--- config.mk ---
export PLATFORM = sky130hd
export DESIGN_NAME = mem_arbiter
export DESIGN_NICKNAME = d
export VERILOG_FILES = /design/src/rtl/mem_arbiter_pkg.sv /design/src/rtl/mem_arbiter_rr.sv /design/src/rtl/mem_arbiter.sv
export SDC_FILE = /design/constraint.sdc
export NUM_CORES = 1
export LEC_CHECK = 0
export BUFFER_PORTS_ARGS = -buffer_cell sky130_fd_sc_hd__clkbuf_2
export CAP_MARGIN = 20
export CORE_AREA = 2 2 108 110
export DETAILED_ROUTE_END_ITERATION = 10
export DIE_AREA = 0 0 110 112
export SLEW_MARGIN = 20
export SYNTH_ARGS = -nofsm -noshare
export SYNTH_HDL_FRONTEND = slang
export SYNTH_SLANG_ARGS = --single-unit
--- constraint.sdc ---
create_clock -name clk -period 2.05 [get_ports clk]
set_input_delay 0.1025 -clock clk [delete_from_list [all_inputs] [get_ports clk]]
set_output_delay 0.1025 -clock clk [all_outputs]
set_load 0.1 [all_outputs]
--- src/rtl/mem_arbiter_pkg.sv ---
// Shared types and constants for the unified-memory arbiter.
package mem_arbiter_pkg;

    typedef enum logic [0:0] {ARB_IDLE, ARB_BUSY} arb_state_e;
    typedef enum logic {REQ_IF, REQ_LS} req_id_e;

    localparam int MEM_LATENCY_MAX = 7;
    // Latency counter must hold values up to MEM_LATENCY_MAX.
    localparam int CNT_W = $clog2(MEM_LATENCY_MAX + 1);

    // Pick a winner between the two requesters. A lone requester always wins.
    // On contention, round-robin favours whoever did not win last; fixed
    // priority always favours LS.
    function automatic req_id_e pick_winner(
        input logic    if_req,
        input logic    ls_req,
        input req_id_e last,
        input logic    rr_mode
    );
        req_id_e win;
        if (if_req && !ls_req) begin
            win = REQ_IF;
        end else if (ls_req && !if_req) begin
            win = REQ_LS;
        end else if (rr_mode) begin
            win = (last == REQ_LS) ? REQ_IF : REQ_LS;
        end else begin
            win = REQ_LS;
        end
        return win;
    endfunction

endpackage

--- src/rtl/mem_arbiter_rr.sv ---
// Two-way picker for IF/LS. Holds the last winner for round-robin fairness.
module rr_arbiter2
    import mem_arbiter_pkg::*;
#(
    parameter int RR_MODE = 1
) (
    input  logic clk,
    input  logic reset,
    input  logic en,
    input  logic req_if,
    input  logic req_ls,
    output logic gnt_if,
    output logic gnt_ls
);

    req_id_e rr_last_q;
    req_id_e rr_last_d;
    req_id_e win;

    // Grant only when the owner says a new access may start; remember the winner.
    always_comb begin
        gnt_if    = 1'b0;
        gnt_ls    = 1'b0;
        rr_last_d = rr_last_q;
        win       = pick_winner(req_if, req_ls, rr_last_q, (RR_MODE != 0));
        if (en && (req_if || req_ls)) begin
            if (win == REQ_IF) begin
                gnt_if    = 1'b1;
                rr_last_d = REQ_IF;
            end else begin
                gnt_ls    = 1'b1;
                rr_last_d = REQ_LS;
            end
        end
    end

    // Reset to LS so IF wins the first contended request.
    always_ff @(posedge clk) begin
        if (reset) begin
            rr_last_q <= REQ_LS;
        end else begin
            rr_last_q <= rr_last_d;
        end
    end

endmodule

--- src/rtl/mem_arbiter.sv ---
// Shares one single-port memory between instruction fetch (IF) and load/store (LS).
// One access in flight; the response returns a fixed MEM_LATENCY cycles after grant.
module mem_arbiter
    import mem_arbiter_pkg::*;
#(
    parameter int ADDR_W      = 32,
    parameter int DATA_W      = 32,
    parameter int MEM_LATENCY = 1,   // 1..MEM_LATENCY_MAX
    parameter int RR_MODE     = 1
) (
    input  logic                clk,
    input  logic                reset,

    input  logic                if_req,
    input  logic [ADDR_W-1:0]   if_addr,
    output logic                if_gnt,
    output logic                if_rvalid,
    output logic [DATA_W-1:0]   if_rdata,

    input  logic                ls_req,
    input  logic                ls_we,
    input  logic [ADDR_W-1:0]   ls_addr,
    input  logic [DATA_W/8-1:0] ls_be,
    input  logic [DATA_W-1:0]   ls_wdata,
    output logic                ls_gnt,
    output logic                ls_rvalid,
    output logic [DATA_W-1:0]   ls_rdata,

    output logic                mem_req,
    output logic                mem_we,
    output logic [ADDR_W-1:0]   mem_addr,
    output logic [DATA_W/8-1:0] mem_be,
    output logic [DATA_W-1:0]   mem_wdata,
    input  logic [DATA_W-1:0]   mem_rdata
);

    localparam int BE_W = DATA_W / 8;

    arb_state_e       state_q, state_d;
    logic [CNT_W-1:0] cnt_q, cnt_d;
    req_id_e          win_q, win_d;
    logic             store_q, store_d;

    logic arb_en;
    logic gnt_if, gnt_ls;
    logic resp_cyc;

    // New accesses may only start from IDLE; reset suppresses any grant.
    assign arb_en   = (state_q == ARB_IDLE) && !reset;
    // Response cycle: the counter has run down to its last step.
    assign resp_cyc = (state_q == ARB_BUSY) && (cnt_q == CNT_W'(1)) && !reset;

    rr_arbiter2 #(
        .RR_MODE (RR_MODE)
    ) u_rr (
        .clk    (clk),
        .reset  (reset),
        .en     (arb_en),
        .req_if (if_req),
        .req_ls (ls_req),
        .gnt_if (gnt_if),
        .gnt_ls (gnt_ls)
    );

    // State register: reset aborts any in-flight access without a response.
    always_ff @(posedge clk) begin
        if (reset) begin
            state_q <= ARB_IDLE;
            cnt_q   <= '0;
            win_q   <= REQ_LS;
            store_q <= 1'b0;
        end else begin
            state_q <= state_d;
            cnt_q   <= cnt_d;
            win_q   <= win_d;
            store_q <= store_d;
        end
    end

    // Next state: latch the winner on grant, count down while busy.
    always_comb begin
        state_d = state_q;
        cnt_d   = cnt_q;
        win_d   = win_q;
        store_d = store_q;
        case (state_q)
            ARB_IDLE: begin
                if (gnt_if || gnt_ls) begin
                    state_d = ARB_BUSY;
                    cnt_d   = CNT_W'(MEM_LATENCY);
                    win_d   = gnt_ls ? REQ_LS : REQ_IF;
                    store_d = gnt_ls && ls_we;
                end
            end
            ARB_BUSY: begin
                if (cnt_q == CNT_W'(1)) begin
                    state_d = ARB_IDLE;
                    cnt_d   = '0;
                end else begin
                    cnt_d   = cnt_q - CNT_W'(1);
                end
            end
            default: begin
                state_d = ARB_IDLE;
                cnt_d   = '0;
            end
        endcase
    end

    // Outputs: drive the memory from the winner in the grant cycle, and
    // route the response to the stored winner in the response cycle.
    always_comb begin
        if_gnt    = gnt_if;
        ls_gnt    = gnt_ls;
        if_rvalid = 1'b0;
        if_rdata  = '0;
        ls_rvalid = 1'b0;
        ls_rdata  = '0;
        mem_req   = 1'b0;
        mem_we    = 1'b0;
        mem_addr  = '0;
        mem_be    = '0;
        mem_wdata = '0;
        if (gnt_ls) begin
            mem_req   = 1'b1;
            mem_we    = ls_we;
            mem_addr  = ls_addr;
            mem_be    = ls_be;
            mem_wdata = ls_wdata;
        end else if (gnt_if) begin
            // Fetches are always full-word reads.
            mem_req   = 1'b1;
            mem_addr  = if_addr;
            mem_be    = {BE_W{1'b1}};
        end
        if (resp_cyc) begin
            if (win_q == REQ_IF) begin
                if_rvalid = 1'b1;
                if_rdata  = mem_rdata;
            end else begin
                ls_rvalid = 1'b1;
                // Stores return an acknowledge only, never stale read data.
                ls_rdata  = store_q ? '0 : mem_rdata;
            end
        end
    end

endmodule

==> results of run 1 <==
[synth_stat cells]
cell / n
clkbuf_2: 5
o21ai_0: 2
and3b_1: 1
a211oi_1: 1
nand3b_1: 1
nor2b_4: 1
nor3_1: 3
buf_4: 2
o32ai_1: 1
o2bb2ai_1: 1
nor3_4: 1
a22o_1: 26
nand3_1: 1
nor2_1: 6
inv_1: 4
nand4bb_1: 1
buf_6: 5
o22a_1: 1
buf_2: 6
nand2_1: 5
a21oi_1: 6
ha_1: 2
a22o_2: 6
nor2b_1: 3
o22ai_1: 1
or2_1: 1
and2_1: 97
clkbuf_1: 3
nand2b_1: 5
dfxtp_1: 7
[layer usage]
| layer | track usage (%) | wire, um | vias to the layer above |
|---|---|---|---|
| li1 | - | - | 1223 |
| met1 | 17.41 | 3964 | 1122 |
| met2 | 28.47 | 5462 | 112 |
| met3 | 2.869 | 739 | 17 |
| met4 | 3.291 | 213 | 0 |
| met5 | 0 | 0 | - |
[where the power goes]
part | switching (uW) | total, uW | internal, uW
clock network | 78.3 | 338 | 259
logic | 850 | 1330 | 483
registers | 17.8 | 168 | 150
[how the worst max path moves through the flow]
stage	end
final	ls_rdata[17]
after global routing	ls_rdata[5]
after CTS	mem_addr[15]
after detailed placement	mem_addr[4]
after global placement	mem_addr[4]
after floorplan	mem_be[0]
[worst max-delay path, delay by kind of cell (launching register included)]
kind | cells | cell delay [ns]
buf+inv | 3 | 0.47
simple gates | 3 | 0.65
fa+ha+maj | 1 | 0.15
flops | 1 | 0.31
[per-stage QoR]
| step | total power (uW) | setup TNS [ns] | area (um2) | cells |
|---|---|---|---|---|
| final | 1838 | 0 | 5144 | 613 |
| after global placement | 1481 | 0 | 4981 | 606 |
| after floorplan | 945.4 | -0.9261 | 1493 | 205 |
| after global routing | 1896 | 0 | 5144 | 613 |
| after detailed placement | 1483 | 0 | 4981 | 606 |
| after CTS | 1825 | 0 | 5062 | 610 |
[registers in the layout, summed over array words and instances, names as in the netlist]
name,flops
store_q,1
win_q,1
state_q,1
cnt_q,3
u_rr.rr_last_q,1
[cells by family (layout without fill, tap and decap cells)]
| logic type | after synthesis | count (layout) | share of synthesized area (%) |
|---|---|---|---|
| AOI/OAI and AO/OA | 45 | 45 | 25.07 |
| adders and majority gates | 2 | 2 | 1.705 |
| buffers and inverters | 25 | 290 | 10.40 |
| DFF | 7 | 7 | 9.548 |
| and+or+nand+nor | 126 | 126 | 53.28 |
[layout make-up]
class	instances	area (um2)
clock buffer	4	78.83
timing repair buffer	282	3485
inverter	4	15.01
multi-input combinational	173	1244
fill	1008	6031
tap	143	178.9
sequential	7	142.6
[repair_timing]
item	in CTS	in global routing
hold buffers	0	0
pin swaps	0	1
setup buffers	0	1
gates resized for setup	1	7
hold endpoints to repair	0	0
gates cloned	0	2
endpoints found under the setup margin	1	90
==> flow_metrics.env, run 1 <==
export IMPL_status="completed"
export IMPL_slew_limit_headroom_pct=62.81
export IMPL_period_share_pct=94.46
export IMPL_rsz0062_at_grt="no"
export IMPL_slowest_delay_ns=0.33
export IMPL_drt_antenna_violating_nets=0
export IMPL_synth_seq_area_share_pct=9.548
export IMPL_powerDensity_nw_per_um2=357.3
export IMPL_start_util_pct=13.13
export IMPL_setup_slack_ns=0.1135
export IMPL_grt_pass1_wl_um=14180
export IMPL_clock_sinks=7
export IMPL_path_class="register to output port"
export IMPL_dr_pass1_iters=4
export IMPL_core_area_um2=11170
export IMPL_cts_buffer_depth=2
export IMPL_cts_tree="yes"
export IMPL_cp_max_fo=8
export IMPL_tightestPinTransition_ns=0.5602
export IMPL_worstHoldStart="ls_we"
export IMPL_pre_cts_ws_ns=0.2331
export IMPL_vias=2474
export IMPL_synth_top_area_share_pct=41.35
export IMPL_fmax_mhz=516.4
export IMPL_path_clk_slew_ns=0.04
export IMPL_hpwl_um=8806
export IMPL_synth_area_leaders="and2_1 41%, a22o_1 16%, dfxtp_1 9.5%"
export IMPL_antenna_found_initial=0
export IMPL_drc=0
export IMPL_timing_rr_start="state_q$_SDFF_PP0_"
export IMPL_synth_cells=205
export IMPL_crit_start="cnt_q[1]$_SDFFE_PP0P_"
export IMPL_via_per_inst=4.036
export IMPL_synth_seq_cells=7
export IMPL_drt_iter0_drc=122
export IMPL_cts_root_buffer="clkbuf_16"
export IMPL_grt_pass1_vias=2434
export IMPL_syn2layout_area_growth_pct=250.5
export IMPL_track_usage_pct=15.19
export IMPL_setup_violations=0
export IMPL_finalNetCount=610
export IMPL_grt_max_degree=36
export IMPL_io_pins=275
export IMPL_num_rows=39
export IMPL_r2r_end="store_q$_SDFFE_PP0P_"
export IMPL_min_period_ns=1.936
export IMPL_min_path_cells=2
export IMPL_min_to="store_q$_SDFFE_PP0P_"
export IMPL_yosys_warnings=0
export IMPL_wl_per_cell_um=16.93
export IMPL_maxSlewViolCount=0
export IMPL_insertion_delay_ns=0.23
export IMPL_cts_htree_levels=1
export IMPL_syn_area_um2=1468
export IMPL_required_ns=1.95
export IMPL_path_cells="inv_2 -> ha_4 -> nand4bb_4 -> nor3_4 -> clkbuf_16 -> and2_1 -> buf_12"
export IMPL_dieArea_um2=12320
export IMPL_avgSynthCellArea_um2=7.159
export IMPL_cp_arrival_ns=1.83
export IMPL_cts_made_buffers=3
export IMPL_power_leakage_uw=0.002384
export IMPL_post_route_util_pct=46.03
export IMPL_ys_types=30
export IMPL_overflow=0
export IMPL_n_antenna_cell=0
export IMPL_critPathSlowestCell="nor3_4"
export IMPL_wl_um=10380
export IMPL_endpoint_kind="output port"
export IMPL_hold_viol_final=0
export IMPL_finClkSkew_ns=0.003849
export IMPL_cap_viol_max_count=0
export IMPL_synth_nets=344
export IMPL_whs_ns=0.1075
export IMPL_worst_r2r_setup_slack_ns=0.83
export IMPL_mostFrequentLayoutCells="142 x clkbuf_2, 136 x buf_12, 80 x and2_1, 23 x a22o_1, 17 x and2_2"
export IMPL_die_h_um=112
export IMPL_drive_gt1_share_pct=68.30
export IMPL_min_path_type="input port to register"
export IMPL_die_w_um=110
export IMPL_reg2reg_depth=4
export IMPL_synth_largest_area_cell="and2_1"
export IMPL_gp_congestion=0.7640
export IMPL_port_buffers=274
export IMPL_peakVddDrop_mv=0.2260
export IMPL_final_common_cell="clkbuf_2"
export IMPL_cp_start_kind="register"
Power figures use the tool's default switching activity.
==> run 2, diff against run 1 <==
- CORE_AREA: 2 2 108 110 -> 2 2 105 107
- DIE_AREA: 0 0 110 112 -> 0 0 107 109
- SYNTH_HIERARCHICAL: not set -> 1
==> run 2 against run 1 <==
Compared with the run above: worst hold slack gained 0.11 ns; via count grew 3.5%; clock power shrank 43%; cell area grew 8.2%; critical path depth is the same; first-iteration DRC count shrank 49%; highest routed layer unchanged.
==> flow_metrics.env, run 2 <==
export IMPL_met1_usage_pct=14.26
export IMPL_dieArea_um2=11660
export IMPL_synth_top_family_by_area="simple AND/OR/NAND/NOR gates"
export IMPL_synthAdderAreaFrac_pct=1.753
export IMPL_die_w_um=107
export IMPL_ys_async_sr_fraction_pct=0
export IMPL_regArea_um2=141.4
export IMPL_cts_root_buffer="clkbuf_8"
export IMPL_synth_simple_area_share_pct=52.67
export IMPL_overflow=0
export IMPL_avgSynthCellArea_um2=7.067
export IMPL_hold_viol_final=0
export IMPL_drt_iter0_drc=62
export IMPL_syn2layout_area_growth_pct=289.7
export IMPL_antenna_found_initial=0
export IMPL_dr_pass1_iters=4
export IMPL_cts_tree="yes"
export IMPL_largest_reg_flops=3
export IMPL_period_share_pct=94.36
export IMPL_synth_area_leaders="and2_1 43%, a22o_1 19%, dfxtp_1 9.8%"
export IMPL_peakVddDrop_mv=0.3156
export IMPL_synth_most_common_cell="and2_1"
export IMPL_synth_edf_count=0
export IMPL_synth_cells=202
export IMPL_synth_compound_area_share_pct=26.82
export IMPL_regMostFlops="cnt_q"
export IMPL_via_per_inst=4.171
export IMPL_synth_largest_area_cell="and2_1"
export IMPL_io_pins=275
export IMPL_min_path_type="input port to register"
export IMPL_cts_buffer_depth=2
export IMPL_cp_max_fo=33
export IMPL_syn_area_um2=1428
export IMPL_dpl_cell_area_um2=5515
export IMPL_insertion_delay_ns=0.23
export IMPL_core_area_um2=10600
export IMPL_cts_resized=0
export IMPL_power_leakage_uw=0.002628
export IMPL_cts_htree_levels=1
export IMPL_mostFrequentLayoutCells="140 x buf_12, 138 x clkbuf_2, 55 x and2_1, 33 x and2_4, 31 x a22o_4"
export IMPL_maxSlewViolCount=0
export IMPL_final_setup_tns_ns=0
export IMPL_vias=2561
export IMPL_grt_pass1_vias=2664
export IMPL_gp_congestion=0.7518
export IMPL_required_ns=1.95
export IMPL_tightestPinTransition_ns=0.5867
export IMPL_n_antenna_cell=0
export IMPL_synthFlopType="dfxtp_1"
export IMPL_final_common_cell="buf_12"
export IMPL_status="completed"
export IMPL_rsz0062_at_grt="no"
export IMPL_clock_sinks=7
export IMPL_wl_per_cell_um=14.67
export IMPL_cp_arrival_ns=1.83
export IMPL_placed_cells=610
export IMPL_port_buffers=274
export IMPL_ys_types=26
export IMPL_grt_most_used_layer="met2"
export IMPL_path_clk_slew_ns=0.04
export IMPL_finalNonFillerCells=614
export IMPL_total_power_uw=1990
export IMPL_multi_input_area_um2=1612
export IMPL_yosys_top_cells_count="97 x and2_1, 31 x a22o_1, 9 x buf_2"
export IMPL_hpwl_um=8241
export IMPL_drc=0
export IMPL_finalNetCount=614
export IMPL_min_period_ns=1.934
export IMPL_setup_violations=0
export IMPL_yosys_warnings=6
export IMPL_met2_usage_pct=29.80
export IMPL_track_usage_pct=14.15
export IMPL_synth_xor_area_share_pct=0
export IMPL_endpoint_kind="output port"
export IMPL_die_h_um=109
export IMPL_gr_usage_met3_pct=3.228
export IMPL_slew_limit_headroom_pct=61.06
export IMPL_drive_gt1_share_pct=80.17
export IMPL_muxShareOfSynthArea_pct=0
export IMPL_final_area_um2=5564
export IMPL_wl_um=9009
export IMPL_hold_buffers=0
export IMPL_cts_setup_buffers=0
export IMPL_fillCellCount=903
export IMPL_cts_made_buffers=3
export IMPL_path_class="register to output port"
export IMPL_grt_pass1_wl_um=13510
export IMPL_start_util_pct=13.46
export IMPL_fmax_mhz=517.0
export IMPL_cap_viol_max_count=0
export IMPL_num_rows=38
export IMPL_grt_max_degree=36
export IMPL_finClkSkew_ns=0.001844
export IMPL_synth_seq_cells=7
export IMPL_synth_top_area_share_pct=42.51
export IMPL_powerDensity_nw_per_um2=357.7
export IMPL_drt_antenna_violating_nets=0
export IMPL_cp_start_kind="register"
export IMPL_synth_seq_area_share_pct=9.816
export IMPL_synth_nets=341
==> run 2: cell count changes in the layout (fill, tap and decap cells not counted), sizes merged, moves of 3 or more <==
cell,change
a21o,+4
buf,+10
clkbuf,-5
nand2b,-3
==> run 2: power by group <==
part           switching, uW  leakage (uW)  internal [uW]
clock network           57.8     0.0000228            134
registers               13.6     0.0000579            151
logic                    996       0.00255            637
total                   1070       0.00263            923
==> run 2: cell families (layout without fill, tap and decap cells) <==
group                    count (synthesis)  in the layout
AO/OA/AOI/OAI                           48             48
adder cells (fa/ha/maj)                  2              2
buffers and inverters                   25            297
flip-flops                               7              7
AND/OR/NAND/NOR                        120            120
==> run 2: final cells by class <==
cell class / count / share of cell area [%]
clock buffers: 4 / 0.8095
flip-flops and latches: 7 / 2.541
multi-input cells: 170 / 28.96
repair buffers: 287 / 64.07
inverters: 6 / 0.4722
well taps: 140 / 3.148
==> run 2: metal layers <==
layer / up-vias / part of all wire (%)
met1: 1175 / 31
met3: 4 / 9.9
li1: 1222 / -
met5: - / 0
met4: 0 / 0.28
met2: 160 / 59
==> run 2: metrics by stage <==
stage | setup slack, ns | hold WS [ns] | util (%)
global placement | 0.4026 | 0.4339 | 52.02
detailed placement | 0.3189 | 0.4405 | 52.02
floorplan | -0.1485 | 0.1678 | -
finish | 0.1157 | 0.2152 | 52.48
global route | 0.001013 | 0.2298 | 52.48
CTS | 0.07285 | 0.2103 | 52.44
==> run 2: worst max-delay path: stages, from the launching register on <==
cell       delay [ns]
dfxtp_1          0.31
inv_1            0.08
ha_1             0.23
nand4bb_4        0.16
nor2_2           0.10
buf_4            0.28
and2_1           0.24
buf_12           0.19
==> run 2: path summary, 6_finish.rpt <==
kind | to | slack [ns] | cells past startpoint | start
worst max-delay path | if_rdata[17] | 0.12 | 7 | cnt_q[1]$_SDFFE_PP0P_
worst min-delay path | cnt_q[1]$_SDFFE_PP0P_ | 0.22 | 2 | reset
worst max register to register | store_q$_SDFFE_PP0P_ | 0.68 | 6 | state_q$_SDFF_PP0_
worst min register to register | cnt_q[1]$_SDFFE_PP0P_ | 0.49 | 2 | cnt_q[1]$_SDFFE_PP0P_
==> run 3, diff against run 2 <==
- CAP_MARGIN: 20 -> 25
- RECOVER_POWER: not set -> 25
==> run 3 against run 2 <==
Compared with the run above: maximum frequency barely moved; largest cell class unchanged; worst hold slack better by 0.0010 ns; setup slack is essentially flat; critical endpoint unchanged; core utilization is 1.7 points lower; critical path type unchanged; first-iteration DRC count rose by 1.6%; register-to-register slack worse by 0.19 ns.
==> flow_metrics.env, run 3 (synthesized netlist as in run 2, its figures left out) <==
export IMPL_status="completed"
export IMPL_cts_root_buffer="clkbuf_8"
export IMPL_cap_viol_max_count=0
export IMPL_wl_um=9020
export IMPL_min_path_cells=2
export IMPL_cp_start_kind="register"
export IMPL_regArea_um2=140.1
export IMPL_wl_met1_um=2792
export IMPL_overflow=0
export IMPL_path_cells="inv_1 -> ha_1 -> nand4bb_4 -> nor2_2 -> buf_4 -> and2_1 -> buf_12"
export IMPL_routed_top_layer="met4"
export IMPL_multi_input_area_um2=1590
export IMPL_antenna_found_initial=0
export IMPL_cts_buffer_depth=2
export IMPL_largest_reg_flops=3
export IMPL_cts_tree="yes"
export IMPL_cts_made_buffers=3
export IMPL_syn2layout_area_growth_pct=277.0
export IMPL_via_per_inst=4.176
export IMPL_power_leakage_uw=0.002579
export IMPL_drt_iter0_drc=63
export IMPL_drive_gt1_share_pct=79.11
export IMPL_clock_sinks=7
export IMPL_cts_htree_levels=1
export IMPL_grt_pass1_wl_um=13510
export IMPL_placed_cells=610
export IMPL_endpoint_kind="output port"
export IMPL_wl_per_cell_um=14.69
export IMPL_hold_viol_final=0
export IMPL_port_buffers=274
export IMPL_core_area_um2=10600
export IMPL_finClkSkew_ns=0.001645
export IMPL_period_share_pct=94.38
export IMPL_vias=2564
export IMPL_cts_setup_buffers=0
export IMPL_reg2reg_depth=7
export IMPL_worst_r2r_setup_slack_ns=0.49
export IMPL_hpwl_um=8241
export IMPL_gp_congestion=0.7518
export IMPL_critPathSlowestCell="dfxtp_1"
export IMPL_path_clk_slew_ns=0.04
export IMPL_min_path_type="input port to register"
export IMPL_rsz0062_at_grt="no"
export IMPL_dr_pass1_iters=4
export IMPL_tightestPinTransition_ns=0.5867
export IMPL_powerDensity_nw_per_um2=357.7
export IMPL_wl_met2_um=5281
export IMPL_grt_pass1_vias=2664
export IMPL_final_common_cell="clkbuf_2"
export IMPL_final_setup_tns_ns=0
export IMPL_min_period_ns=1.935
export IMPL_n_antenna_cell=0
export IMPL_path_class="register to output port"
export IMPL_grt_max_degree=36
export IMPL_drc=0
export IMPL_mostFrequentLayoutCells="139 x clkbuf_2, 120 x buf_12, 55 x and2_1, 33 x and2_4, 31 x a22o_4"
export IMPL_peakVddDrop_mv=0.2876
export IMPL_finalNonFillerCells=614
export IMPL_fmax_mhz=516.9
export IMPL_start_util_pct=13.46
export IMPL_cp_arrival_ns=1.83
export IMPL_drt_antenna_violating_nets=0
export IMPL_cp_max_fo=33
export IMPL_fillCellCount=926
export IMPL_maxSlewViolCount=0
export IMPL_die_h_um=109
export IMPL_track_usage_pct=14.15
export IMPL_num_rows=38
export IMPL_dieArea_um2=11660
export IMPL_io_pins=275
export IMPL_setup_violations=0
export IMPL_insertion_delay_ns=0.22
export IMPL_slew_limit_headroom_pct=61.06
export IMPL_post_route_util_pct=50.77
export IMPL_regMostFlops="cnt_q"
export IMPL_wl_met3_um=900
export IMPL_required_ns=1.95
export IMPL_slowest_delay_ns=0.31
export IMPL_total_power_uw=1926
export IMPL_die_w_um=107
export IMPL_finalNetCount=614
-- run 3: timing repair --
action	in CTS	in global routing
setup endpoints to repair	0	24
hold buffers	0	0
gates resized for setup	0	1
-- run 3: worst max-delay path, delay by kind of cell (launching register included) --
| kind | cells | cell delay [ns] |
|---|---|---|
| and+or+nand+nor | 3 | 0.50 |
| buffers and inverters | 3 | 0.55 |
| DFF | 1 | 0.31 |
| adders and majority gates | 1 | 0.23 |
-- run 3: path summary, 6_finish.rpt --
kind,startpoint,endpoint
setup / recovery,cnt_q[1]$_SDFFE_PP0P_,if_rdata[17]
hold reg to reg,cnt_q[1]$_SDFFE_PP0P_,cnt_q[1]$_SDFFE_PP0P_
setup reg to reg,state_q$_SDFF_PP0_,store_q$_SDFFE_PP0P_
hold / removal,reset,cnt_q[1]$_SDFFE_PP0P_
-- run 3: final cells by class --
type / instances / area share, %
Timing Repair Buffer: 287 / 63.27
Multi-Input combinational cell: 170 / 29.54
Tap cell: 140 / 3.254
Sequential cell: 7 / 2.603
Clock buffer: 4 / 0.8368
Inverter: 6 / 0.4881
-- run 3: routing by layer --
layer	track usage [%]	vias to the layer above
met5	0	-
met2	29.80	162
li1	-	1224
met3	3.228	6
met4	1.855	0
met1	14.26	1172
-- run 3: per-stage QoR --
stage,worst slack [ns],instance area [um2],hold slack [ns]
2_1_floorplan,-0.1485,1951,0.1678
3_3_place_gp,0.4026,5515,0.4339
3_5_place_dp,0.3189,5515,0.4405
4_1_cts,0.07285,5560,0.2103
5_1_grt,0.001013,5383,0.2298
6_report,0.1153,5383,0.2162
-- run 3: power by group --
| group | internal (uW) | leakage (uW) | switching (uW) |
|---|---|---|---|
| combinational | 586 | 0.00250 | 984 |
| clock | 134 | 0.0000228 | 56.8 |
| sequential | 151 | 0.0000575 | 13.5 |
